===== src/rtl/activation_skew_feeder_pkg.sv =====
// ============================================================================
// activation_skew_feeder_pkg : shared dimensions and FSM encoding
// Rev 1.0
// ============================================================================
`default_nettype none

package activation_skew_feeder_pkg;

  localparam int SIZE   = 8;
  localparam int DATA_W = 7;
  localparam int BUS_W  = SIZE * DATA_W;
  localparam int CNT_W  = $clog2(SIZE + 1);
  localparam int LANE_W = DATA_W;

  localparam logic [1:0] ST_IDLE  = 2'd0;
  localparam logic [1:0] ST_FEED  = 2'd1;
  localparam logic [1:0] ST_DRAIN = 2'd2;

endpackage

`default_nettype wire


===== src/rtl/skew_delay_line.sv =====
// ============================================================================
// skew_delay_line : DEPTH-stage data+valid shift register, zeros on reset
// Rev 1.0
// ============================================================================
`default_nettype none

module skew_delay_line #(
  parameter int DEPTH  = 1,
  parameter int DATA_W = 7
) (
  input  logic              clk,
  input  logic              rst_n,
  input  logic              i_valid,
  input  logic [DATA_W-1:0] i_data,
  output logic              o_valid,
  output logic [DATA_W-1:0] o_data
);

  logic [DATA_W-1:0] r_data [DEPTH];
  logic [DEPTH-1:0]  r_valid;

  always_ff @(posedge clk or negedge rst_n) begin
    if (!rst_n) begin
      for (int i = 0; i < DEPTH; i++) r_data[i] <= '0;
      r_valid <= '0;
    end else begin
      r_data[0]  <= i_data;
      r_valid[0] <= i_valid;
      for (int i = 1; i < DEPTH; i++) begin
        r_data[i]  <= r_data[i-1];
        r_valid[i] <= r_valid[i-1];
      end
    end
  end

  assign o_valid = r_valid[DEPTH-1];
  assign o_data  = r_data[DEPTH-1];

endmodule

`default_nettype wire


===== src/rtl/activation_skew_feeder.sv =====
// ============================================================================
// activation_skew_feeder : reads SIZE activation rows and skews lane k by k
// cycles into the diagonal wavefront the systolic array consumes.
// Rev 1.0
// ============================================================================
`default_nettype none

module activation_skew_feeder
  import activation_skew_feeder_pkg::*;
(
  input  logic             clk,
  input  logic             rst_n,
  input  logic             i_load_mem_done,
  input  logic             i_start,
  input  logic [BUS_W-1:0] i_act_in,
  output logic             o_cal_out,
  output logic [BUS_W-1:0] o_sa_act,
  output logic [SIZE-1:0]  o_sa_act_valid,
  output logic             o_busy,
  output logic             o_done
);

  logic [1:0]       r_state;
  logic [CNT_W-1:0] r_cnt;
  logic             w_feed;
  logic             w_drain;
  logic             w_last;

  assign w_feed  = (r_state == ST_FEED);
  assign w_drain = (r_state == ST_DRAIN);
  assign w_last  = (r_cnt == CNT_W'(SIZE - 1));

  always_ff @(posedge clk or negedge rst_n) begin
    if (!rst_n) begin
      r_state <= ST_IDLE;
      r_cnt   <= '0;
    end else begin
      case (r_state)
        ST_IDLE: begin
          if (i_start && i_load_mem_done) begin
            r_state <= ST_FEED;
            r_cnt   <= '0;
          end
        end
        ST_FEED: begin
          if (w_last) begin
            r_state <= ST_DRAIN;
            r_cnt   <= '0;
          end else begin
            r_cnt <= r_cnt + 1'b1;
          end
        end
        ST_DRAIN: begin
          if (w_last) begin
            r_state <= ST_IDLE;
            r_cnt   <= '0;
          end else begin
            r_cnt <= r_cnt + 1'b1;
          end
        end
        default: begin
          r_state <= ST_IDLE;
          r_cnt   <= '0;
        end
      endcase
    end
  end

  assign o_cal_out = w_feed;
  assign o_busy    = w_feed | w_drain;
  assign o_done    = w_drain & w_last;

  // Input is gated outside FEED so drained stages carry zero data with zero valid.
  for (genvar k = 0; k < SIZE; k++) begin : g_lane
    skew_delay_line #(
      .DEPTH  (k + 1),
      .DATA_W (LANE_W)
    ) u_delay (
      .clk     (clk),
      .rst_n   (rst_n),
      .i_valid (w_feed),
      .i_data  (w_feed ? i_act_in[k*LANE_W +: LANE_W] : {LANE_W{1'b0}}),
      .o_valid (o_sa_act_valid[k]),
      .o_data  (o_sa_act[k*LANE_W +: LANE_W])
    );
  end

endmodule

`default_nettype wire


===== config.mk =====
export PLATFORM = sky130hd
export DESIGN_NAME = activation_skew_feeder
export DESIGN_NICKNAME = d
export VERILOG_FILES = /design/src/rtl/activation_skew_feeder_pkg.sv /design/src/rtl/skew_delay_line.sv /design/src/rtl/activation_skew_feeder.sv
export SDC_FILE = /design/constraint.sdc
export NUM_CORES = 1
export LEC_CHECK = 0
export CAP_MARGIN = 20
export CORE_MARGIN = 10
export CORE_UTILIZATION = 47
export DETAILED_ROUTE_END_ITERATION = 10
export PLACE_DENSITY = 0.74
export SYNTH_ARGS = -nofsm -noshare
export SYNTH_HDL_FRONTEND = slang
export SYNTH_SLANG_ARGS = --single-unit
export TNS_END_PERCENT = 1

===== constraint.sdc =====
create_clock -name clk -period 1.5 [get_ports clk]
set_input_delay 0.3 -clock clk [delete_from_list [all_inputs] [get_ports clk]]
set_output_delay 0.3 -clock clk [all_outputs]
set_load 0.03 [all_outputs]

## Word level (Yosys, flattened, before mapping)

Index checks and enable logic that the tools add are counted.

- Add/sub/neg operators: 1
- Bitwise operators: 2
- Reduce and logical (&&, ||, !) cells: 4
- Equality and inequality tests: 6
- Multiplexer cells: 15

Operator list:

| cell | number |
|---|---|
| $mux 7 | 8 |
| $mux 4 | 2 |
| $pmux 4 s2 | 1 |
| $mux 2 | 3 |
| $pmux 2 s3 | 1 |
| $add 4x1->4 const B | 1 |
| $eq 4x3->1 const B | 1 |
| $ne 2x2->1 const B | 2 |
| $reduce_and 3->1 | 1 |
| $eq 2x1->1 const B | 1 |
| $eq 2x2->1 const B | 1 |
| $logic_not 2->1 | 1 |
| $ne 2x1->1 const B | 1 |
| $reduce_or 2->1 | 1 |
| $and 1x1->1 | 1 |
| $logic_and 1x1->1 | 1 |
| $or 1x1->1 | 1 |

- Register bits: 294

## Depth between registers and ports, before layout

- Depth after elaboration: 3
- Depth in mapped cells: 5
- Depth with buffers taken out: 5

## Cells and area by module

From an unflattened synthesis, not the netlist that was laid out.

- Cell total of the unflattened synthesis: 438
- Area, all modules: 8333.0 µm²

Modules (own cells, without submodules):

| module | seq. area each (µm²) | cells an instance | times used | area an instance (µm²) |
|---|---|---|---|---|
| skew_delay_line (g_lane[7].u_delay) | 1601.5 | 71 | 1 | 1654.1 |
| skew_delay_line (g_lane[6].u_delay) | 1401.3 | 63 | 1 | 1453.9 |
| skew_delay_line (g_lane[5].u_delay) | 1201.2 | 55 | 1 | 1253.7 |
| skew_delay_line (g_lane[4].u_delay) | 1001.0 | 47 | 1 | 1053.5 |
| skew_delay_line (g_lane[3].u_delay) | 800.8 | 39 | 1 | 853.3 |
| activation_skew_feeder | 150.1 | 101 | 1 | 758.2 |
| skew_delay_line (g_lane[2].u_delay) | 600.6 | 31 | 1 | 653.1 |
| skew_delay_line (g_lane[1].u_delay) | 400.4 | 23 | 1 | 452.9 |
| skew_delay_line (g_lane[0].u_delay) | 200.2 | 8 | 1 | 200.2 |

## Least setup slack after synthesis

OpenSTA, ideal clock, no wires.

- Kind: flip-flop to flip-flop
- From: register r_state[1]
- To: register r_state[0]
- Clock period less this slack: 1514 ps
- Required time: 1375 ps
- Slack: -14 ps
- Stages on the path, launching flop included: 6
- Arrival: 1388 ps
- Cell sequence: dfrtp_1 inv_1 ha_1 nor2_1 o21ai_2 mux2_4

- Word-level cells in the longest chain between the ends: 3
- Elaborated cells on any way between the ends: 8

Ends and longest elaborated chain:

| what | RTL line | text |
|---|---|---|
| from (decl) | activation_skew_feeder.sv:23 | `logic [1:0] r_state;` |
| from (signal assigned) | activation_skew_feeder.sv:35 | `r_state <= ST_IDLE;` |
| from (signal assigned) | activation_skew_feeder.sv:41 | `r_state <= ST_FEED;` |
| from (signal assigned) | activation_skew_feeder.sv:47 | `r_state <= ST_DRAIN;` |
| $eq 2x1->1 * | - |  |
| via o_cal_out | activation_skew_feeder.sv:16 | `output logic o_cal_out,` |
| $ne 2x2->1 (no line) | - |  |
| $reduce_and 3->1 (no line) | - |  |

Mark *: on every way through the listed nets, which the timed path passes. The rest lies on a longest branch.
A chain may end at the register's enable or synchronous reset.

## Worst setup path after layout

- From: register r_cnt[1]
- To: output port o_done

- Word-level cells in the longest chain between the ends: 2

Ends and longest elaborated chain:

| what | RTL line | text |
|---|---|---|
| from (decl) | activation_skew_feeder.sv:24 | `logic [CNT_W-1:0] r_cnt;` |
| from (signal assigned) | activation_skew_feeder.sv:50 | `r_cnt <= r_cnt + 1'b1;` |
| from (signal assigned) | activation_skew_feeder.sv:58 | `r_cnt <= r_cnt + 1'b1;` |
| $eq 4x3->1 | activation_skew_feeder.sv:31 | `assign w_last = (r_cnt == CNT_W'(SIZE - 1));` |
| $and 1x1->1 | activation_skew_feeder.sv:71 | `assign o_done = w_drain & w_last;` |
| to (decl) | activation_skew_feeder.sv:20 | `output logic o_done` |

No other way between the ends.

==> flow_metrics.env <==
export IMPL_syn_to_final_growth_pct=31.85
export IMPL_path_class="reg -> out"
export IMPL_clk_pin_slew_worst_paths_ns=0.06
export IMPL_synth_distinct_cells=24
export IMPL_drive_above_1_share=0.2627
export IMPL_antenna_found_initial=0
export IMPL_dp_hpwl_um=7933
export IMPL_core_area_um2=16000
export IMPL_first_global_vias=3899
export IMPL_start_kind="flop"
export IMPL_p_seq_frac=0.472
export IMPL_syn_avg_cell_area_um2=18.39
export IMPL_initial_utilization=0.4815
export IMPL_grtUsageTotal=0.1194
export IMPL_cap_viol_max_count=0
export IMPL_pin_count=127
export IMPL_grt_overflow=0
export IMPL_fillers=1124
export IMPL_power_w=0.02096
export IMPL_ys_seq_area_frac=0.8641
export IMPL_grt_setup_unrepaired="true"
export IMPL_ys_warn_count=0
export IMPL_finalCritPeriodShare=1.264
export IMPL_num_rows=46
export IMPL_min_path_type="in -> async"
export IMPL_cp_end_kind="primary output"
export IMPL_ys_flop_type="dfrtp_1"
export IMPL_syn_nets=484
export IMPL_setup_slack_ns=-0.3953
export IMPL_routed_wl_um=12760
export IMPL_die_w_um=148.0
export IMPL_drv_slew=0
export IMPL_grt_pass1_wl_um=20700
export IMPL_dpl_cell_area_um2=8966
export IMPL_wl_per_cell_um=16.62
export IMPL_skew_ns=0.01287
export IMPL_status="complete, but fails checks"
export IMPL_tritoncts="done"
export IMPL_nets=597
export IMPL_grt_max_degree=61
export IMPL_synth_cells=419
export IMPL_failed_checks="setup timing"
export IMPL_antennaDiodeCount=0
export IMPL_numCtsBuffers=26
export IMPL_whs_ns=0.2599
export IMPL_hold_viol=0
export IMPL_htreeDepth=1
export IMPL_antenna_left=0
export IMPL_clk_latency_ns=0.51
export IMPL_async_flop_share=1.000
export IMPL_drc_errors=0
export IMPL_viasPerCell=4.361
export IMPL_slew_limit_headroom=0.7967
export IMPL_drt_pass1_iterations=4
export IMPL_p_clk_frac=0.328
export IMPL_cts_root_buf="clkbuf_16"
export IMPL_design_area_um2=10160
export IMPL_synth_edff_count=0
export IMPL_comb_power_share=0.200
export IMPL_min_period_ns=1.895
export IMPL_crit_fanout=2
export IMPL_swShare=0.2638
export IMPL_p_int_w=0.01543
export IMPL_critPathRequiredTime_ns=1.20
export IMPL_die_area_um2=21910
export IMPL_drtIter0Drc=161
export IMPL_port_buffers=126
export IMPL_switchingPower_w=0.005530
export IMPL_place_gp_congestion=0.6929
export IMPL_synth_area_um2=7704
export IMPL_worstSetupStartpoint="r_cnt[1]$_DFFE_PN0P_"
export IMPL_peakVddDrop_v=0.001103
export IMPL_final_util=0.6348
export IMPL_multiInputGateArea_um2=625.6
export IMPL_clockBufferDepth=3
export IMPL_rr_startpoint="r_cnt[1]$_DFFE_PN0P_"
export IMPL_power_density_nw_per_um2=2064
export IMPL_tightest_slew_ns=0.3050
export IMPL_p_leak_nw=4.862
export IMPL_seqCellArea_um2=6656
export IMPL_num_vias=3349
export IMPL_ys_ff_latch=266
export IMPL_die_y_um=148.0
export IMPL_clock_sink_count=266
export IMPL_setup_viol=4
export IMPL_arrival_ns=1.60
export IMPL_clock_fmax_mhz=527.6
-- metrics by stage --
step | std cells | setup WS [ns] | TNS [ns]
floorplan | 419 | 0.1014 | 0
global placement | 714 | -0.3084 | -0.3114
detailed placement | 714 | -0.3639 | -0.6821
CTS | 768 | -0.4026 | -1.116
global route | 768 | -0.4413 | -1.597
finish | 768 | -0.3953 | -1.057
-- repair_timing --
item,in CTS,in global routing
buffers inserted,3,0
hold buffers,1,0
cloned,2,0
setup endpoints to repair,71,29
resized for setup,209,3
endpoints found under the hold margin,146,0
pin swaps,2,3
-- path summary, 6_finish.rpt --
check	slack (ns)	cells after the start	endpoint
setup reg to reg	-0.02	5	r_state[0]$_DFFE_PN0P_
hold reg to reg	0.34	0	g_lane[4].u_delay.r_data[13]$_DFF_PN0_
hold / removal	0.26	2	g_lane[7].u_delay.o_data[2]$_DFF_PN0_
setup / recovery	-0.40	4	o_done
max in group asynchronous	0.63	3	g_lane[4].u_delay.r_data[14]$_DFF_PN0_
min in group clk	0.34	0	g_lane[4].u_delay.r_data[13]$_DFF_PN0_
-- logic make-up after synthesis --
group | count (synthesis) | synth area share
compound gates | 9 | 0.009584
fa+ha+maj | 5 | 0.008121
buf+inv | 66 | 0.06009
flops | 266 | 0.8641
mux | 1 | 0.001948
simple gates | 72 | 0.05620
-- placed cells by master (no fill, tap or decap), types with 2 or more instances in the layout --
master,n
clkinv_4,5
clkdlybuf4s50_1,58
nand2_1,6
bufbuf_16,2
clkbuf_8,3
bufinv_16,5
clkinv_2,4
dfrtp_1,266
ha_1,2
clkdlybuf4s15_2,63
buf_6,4
clkbuf_1,3
clkbuf_16,27
nor2_1,3
buf_4,13
inv_6,2
buf_8,2
nand3_1,2
and2_1,56
ha_4,2
buf_12,5
-- routing by layer --
metal,wire length (um),track usage,vias to the layer above
li1,-,-,1473
met5,0,0,-
met3,1286,0.05342,31
met2,6861,0.2154,141
met4,275,0.03667,0
met1,4339,0.1205,1704
-- worst max-delay path: stages (launching register included) --
cell and delay, ns:
dfrtp_1 0.39, ha_2 0.19, and3b_2 0.21, and2_4 0.16, buf_6 0.13
-- layout make-up --
type | count | area share
clock buffers | 33 | 0.07169
clock inverters | 15 | 0.02193
inverters | 3 | 0.001601
multi-input cells | 87 | 0.06159
flip-flops and latches | 266 | 0.6553
well taps | 216 | 0.02661
repair buffers | 148 | 0.1612
-- synth_stat cells, types with 2 or more instances --
master / instances / share of area
dfrtp_1: 266 / 0.86
and2_1: 57 / 0.046
buf_4: 57 / 0.056
nand2_1: 6 / 0.0029
clkbuf_1: 5 / 0.0024
ha_1: 5 / 0.0081
inv_1: 3 / 0.0015
nor2_1: 3 / 0.0015
nand3_1: 2 / 0.0013
-- power groups by stage --
stage / Sequential, W / Clock [W] / Combinational [W]
2_1_floorplan: 0.00993 / 0 / 0.00257
3_3_place_gp: 0.00990 / 0 / 0.00378
3_5_place_dp: 0.0101 / 0 / 0.00388
4_1_cts: 0.00996 / 0.00709 / 0.00422
5_1_grt: 0.0101 / 0.00741 / 0.00446
6_report: 0.00990 / 0.00687 / 0.00419
-- state kept, by name (all words and copies together) (netlist names) --
| signal | count |
|---|---|
| r_cnt | 4 |
| g_lane.u_delay.r_data | 196 |
| g_lane.u_delay.r_valid | 8 |
| r_state | 2 |
| g_lane.u_delay.o_data | 56 |
Note: power is estimated with default switching activity, not from simulation.
==> variant 1, RTL diff (config.mk and constraints unchanged) <==
Change the package constant `SIZE` from 8 to 16.
--- a/src/rtl/activation_skew_feeder_pkg.sv
+++ b/src/rtl/activation_skew_feeder_pkg.sv
@@ -6,7 +6,7 @@
 
 package activation_skew_feeder_pkg;
 
-  localparam int SIZE   = 8;
+  localparam int SIZE   = 16;
   localparam int DATA_W = 7;
   localparam int BUS_W  = SIZE * DATA_W;
   localparam int CNT_W  = $clog2(SIZE + 1);
Ports: changed (resized i_act_in, o_sa_act and o_sa_act_valid); port bits go from 127 to 247. No check against the original RTL was run, so the function may have changed too.
==> variant 1 against the original RTL <==
- global-route usage grew 2.0 points
- critical endpoint is now o_cal_out
- combinational power grew 84%
- via count grew to 3.0 times the old value
- design area grew to 3.2 times the old value
- routed wire length grew to 3.4 times the old value
- total power grew to 3.2 times the old value
- setup slack lost 0.016 ns
- sequential cell count grew 709
- clock skew shrank 0.0027 ns
- sequential share of layout area grew 8.4 points
- non-clock buffer count grew 153
- count of clock-buffer cells in the layout grew 98
- synthesized area grew to 3.4 times the old value
- the run still ends with negative setup slack left
==> variant 1: results (changes against the original RTL) <==
| Metric | Value |
|---|---|
| #MultiIn Comb | 144 (was 87) |
| Number of port buffers | 246 (was 126) |
| Number of flip-flops in the largest register | 840 (was 196) |
| Failing checks | negative setup slack (unchanged) |
| Post-route insts no fill | 2,347 (was 768) |
| Ant. Diodes | 2 (was 0) |
| Grt met1 use | 15.2% (was 12.0%) |
| Seq pwr share | 53.7% (was 47.2%) |
| Initial antenna violation count | 2 (was 0) |
| Worst-skew pair later-pin latency | 0.63 ns (was 0.51 ns) |
| Placer Congestion | 0.771 (was 0.693) |
| Vias | 9,911 (was 3,349) |
| Largest cells by area after synthesis | dfrtp_1 93%, buf_4 3.5%, and2_1 2.7% (was dfrtp_1 86%, buf_4 5.6%, and2_1 4.6%) |
| Clock skew | 0.0101 ns (was 0.0129 ns) |
| Peak supply drop | 0.000862 V (was 0.00110 V) |
| Layout Nets | 1,638 (was 597) |
| Dpl hpwl | 25.1 mm (was 7.93 mm) |
| Vias in the first global route | 12.1k (was 3,899) |
| Clock buffers | 131 (was 33) |
| Pleak | 16.0 nW (was 4.86 nW) |
| RR Startpoint | r_state[0] (was r_cnt[1]) |
| Top post-synthesis cells by count | 975 x dfrtp_1, 122 x buf_4, 112 x and2_1 (was 266 x dfrtp_1, 57 x and2_1, 57 x buf_4) |
| Met2 WL | 24.6 mm (was 6.86 mm) |
| Placed insts | 2,153 (was 714) |
| H-tree depth | 3 (was 1) |
| Place WS | -0.0604 ns (was -0.364 ns) |
| Adder-Cell Fraction of Synth Area | 0.238% (was 0.812%) |
| Setup-failing EPs final | 173 (was 4) |
| Worst-Margin Slew | 0.461 ns (was 0.305 ns) |
| Routed length per placed instance | 18.6 um (was 16.6 um) |
| Clock sinks | 975 (was 266) |
| Crit path to | o_cal_out (was o_done) |
| Reg2reg path depth | 6 (was 5) |
| Fraction of area in multi-input gates | 3.06% (was 6.16%) |
| Synth Area per Inst | 21.0 um2 (was 18.4 um2) |
| Setup slack after layout | -0.412 ns (was -0.395 ns) |
| Pint | 50.7 mW (was 15.4 mW) |
| First-pass GRT wire length | 70.4 mm (was 20.7 mm) |
| Status | complete, but fails checks (unchanged) |
-- variant 1: how the worst min path moves through the flow --
stage | startpoint | end | slack [ns]
after floorplan | rst_n | g_lane[0].u_delay.o_data[0] | 0.004
after global placement | rst_n | g_lane[12].u_delay.r_data[71] | 0.18
final | rst_n | g_lane[8].u_delay.r_data[10] | 0.14
after CTS | rst_n | g_lane[8].u_delay.r_data[10] | 0.11
after global routing | rst_n | g_lane[8].u_delay.r_data[10] | 0.13
after detailed placement | rst_n | g_lane[8].u_delay.r_data[8] | 0.18
-- variant 1: repair_timing --
| action | CTS | global route |
|---|---|---|
| setup buffers | 11 | 4 |
| resized for setup | 377 | 8 |
| setup endpoints to repair | 139 | 216 |
| hold buffers | 1 | 0 |
| endpoints found under the hold margin | 532 | 0 |
| pin swaps | 4 | 4 |
| cloned | 2 | 0 |
-- variant 1: critical path, cell delays in order (launching register included) --
cell	delay, ns
dfrtp_1	0.42
buf_6	0.14
ha_4	0.17
buf_16	0.13
buf_8	0.13
==> variant 2, RTL diff (config.mk and constraints unchanged) <==
Made on the original files. Add an input register stage for `i_load_mem_done`, `i_start` and `i_act_in`; this delays them by one clock.
--- a/src/rtl/activation_skew_feeder.sv
+++ b/src/rtl/activation_skew_feeder.sv
@@ -20,6 +20,16 @@
   output logic             o_done
 );
 
+  logic i_load_mem_done_q;
+  logic i_start_q;
+  logic [BUS_W-1:0] i_act_q;
+
+  always_ff @(posedge clk) begin
+    i_load_mem_done_q <= i_load_mem_done;
+    i_start_q         <= i_start;
+    i_act_q           <= i_act_in;
+  end
+
   logic [1:0]       r_state;
   logic [CNT_W-1:0] r_cnt;
   logic             w_feed;
@@ -37,7 +47,7 @@
     end else begin
       case (r_state)
         ST_IDLE: begin
-          if (i_start && i_load_mem_done) begin
+          if (i_start_q && i_load_mem_done_q) begin
             r_state <= ST_FEED;
             r_cnt   <= '0;
           end
@@ -79,7 +89,7 @@
       .clk     (clk),
       .rst_n   (rst_n),
       .i_valid (w_feed),
-      .i_data  (w_feed ? i_act_in[k*LANE_W +: LANE_W] : {LANE_W{1'b0}}),
+      .i_data  (w_feed ? i_act_q[k*LANE_W +: LANE_W] : {LANE_W{1'b0}}),
       .o_valid (o_sa_act_valid[k]),
       .o_data  (o_sa_act[k*LANE_W +: LANE_W])
     );
Function: changed (a bounded check fails within 4 cycles, from zero or initial values and one cycle with rst_n low).
==> variant 2 against the original RTL <==
- first-iteration DRC count decreased by 37%
- synthesized area is 15% higher
- largest power group unchanged
- clock power increased by 7.3%
- critical path depth unchanged
- the run still ends with negative setup slack left
- design area is 12% higher
- sequential cell count rose by 58
- setup slack improved by 0.019 ns
- count of clock-buffer cells in the layout rose by 9
- total power rose by 8.1%
- routed wire length is 6.3% higher
- synthesized cell count increased by 14%
- clock skew fell by 0.0066 ns
==> variant 2: results (changes against the original RTL) <==
| Metric | Value |
|---|---|
| Status | complete, but fails checks (unchanged) |
| Vias in the first global route | 4,219 (was 3,899) |
| Peak supply drop | 0.000719 V (was 0.00110 V) |
| GRT Util Overall | 11.2% (was 11.9%) |
| Setup slack after layout | -0.377 ns (was -0.395 ns) |
| Top post-synthesis cells by count | 266 x dfrtp_1, 58 x dfxtp_1, 57 x and2_1, 57 x buf_4, 6 x nand2_1 (was 266 x dfrtp_1, 57 x and2_1, 57 x buf_4) |
| Layout Nets | 667 (was 597) |
| Sw Pwr | 5.83 mW (was 5.53 mW) |
| Most common flop cell mapped by yosys | dfrtp_1 (unchanged) |
| Initial DRC count | 101 (was 161) |
| Syn nets | 542 (was 484) |
| Hold Path Class | primary input to flop (was primary input to async pin) |
| FFs w/ async S/R, synth | 82.1% (was 100%) |
| CTS Buf Count | 30 (was 26) |
| First-pass GRT wire length | 22.1 mm (was 20.7 mm) |
| Distinct cells, synth | 25 (was 24) |
| Setup-failing EPs final | 4 (unchanged) |
| Via density | 4.27 (was 4.36) |
| Dpl hpwl | 8.67 mm (was 7.93 mm) |
| Relative slew margins | 74.1% (was 79.7%) |
| Placed Area | 10,200 um2 (was 8970 um2) |
| Pin count of the biggest net entering global routing | 52 (was 61) |
| Largest cells by area after synthesis | dfrtp_1 75%, dfxtp_1 13%, buf_4 4.8% (was dfrtp_1 86%, buf_4 5.6%, and2_1 4.6%) |
| Layout cells sized above 1 | 25.1% (was 26.3%) |
| Clock skew | 0.00631 ns (was 0.0129 ns) |
| Setup TNS | -0.962 ns (was -1.06 ns) |
| Routed WL | 13.6 mm (was 12.8 mm) |
| Register area share after synthesis | 88.2% (was 86.4%) |
| Max incr delay on CP | 0.39 ns (about the same) |
| Pleak | 5.38 nW (was 4.86 nW) |
| Placer Congestion | 0.704 (was 0.693) |
| Failing checks | negative setup slack (unchanged) |
| WP data arrival | 1.58 ns (was 1.60 ns) |
[variant 2: worst paths after layout]
path                                                end  slack, ns                          from  cells past startpoint
max                                              o_done      -0.38                      r_cnt[0]                      4
min                                          i_act_q[6]       0.22                   i_act_in[6]                      1
max reg2reg                                  r_state[0]       0.02                      r_cnt[0]                      5
min reg2reg                g_lane[6].u_delay.r_data[40]       0.34  g_lane[6].u_delay.r_data[47]                      0
max in group asynchronous  g_lane[6].u_delay.r_data[38]       0.60                         rst_n                      3
min in group asynchronous   g_lane[2].u_delay.o_data[6]       0.30                         rst_n                      2
[variant 2: logic make-up after synthesis]
group           Yosys count  synth area share, %
compound gates            9                0.833
fa+ha+maj                 5                0.706
buf+inv                  66                 5.22
flops                   324                 88.2
mux                       1                0.169
simple gates             72                 4.88
[variant 2: per-stage QoR]
step	power (mW)	std cells	worst slack (ns)	utilization, %
finish	22.7	860	-0.377	61.0
global route	23.8	860	-0.426	61.0
CTS	23.0	858	-0.406	60.8
detailed placement	15.5	799	-0.366	54.7
global placement	15.2	799	-0.328	54.7
floorplan	14.0	477	0.101	-
[variant 2: area by class of cell]
type	instances	area, um2
Fill cell	1305	7270
Clock buffer	42	867
Multi-Input combinational cell	87	628
Clock inverter	14	131
Inverter	3	16.3
Tap cell	234	293
Sequential cell	324	7820
Timing Repair Buffer	156	1620
[variant 2: power groups by stage]
stage | Clock [mW] | Sequential [mW] | Combinational, mW
2_1_floorplan | 0 | 11.5 | 2.49
3_3_place_gp | 0 | 11.5 | 3.74
3_5_place_dp | 0 | 11.7 | 3.84
4_1_cts | 7.62 | 11.5 | 3.81
5_1_grt | 8.00 | 11.7 | 4.06
6_report | 7.37 | 11.5 | 3.82
[variant 2: per-layer routing]
metal | GRT usage, % | share of wire, % | up-vias
li1 | - | - | 1671
met1 | 12.3 | 37 | 1889
met2 | 20.7 | 56 | 88
met3 | 2.57 | 5.3 | 20
met4 | 4.01 | 2.1 | 0
met5 | 0 | 0 | -
[variant 2: critical path: cells and delay by family (launching register included)]
| kind | cells | cell delay [ns] |
|---|---|---|
| flops | 1 | 0.39 |
| simple gates | 2 | 0.33 |
| fa+ha+maj | 1 | 0.20 |
| buf+inv | 1 | 0.13 |
[variant 2: what timing repair did]
action	4_1_cts	5_1_grt
setup endpoints to repair	70	61
gates resized for setup	204	5
hold endpoints to repair	36	0
hold buffers	1	0
setup buffers	2	2
pin swaps	4	4
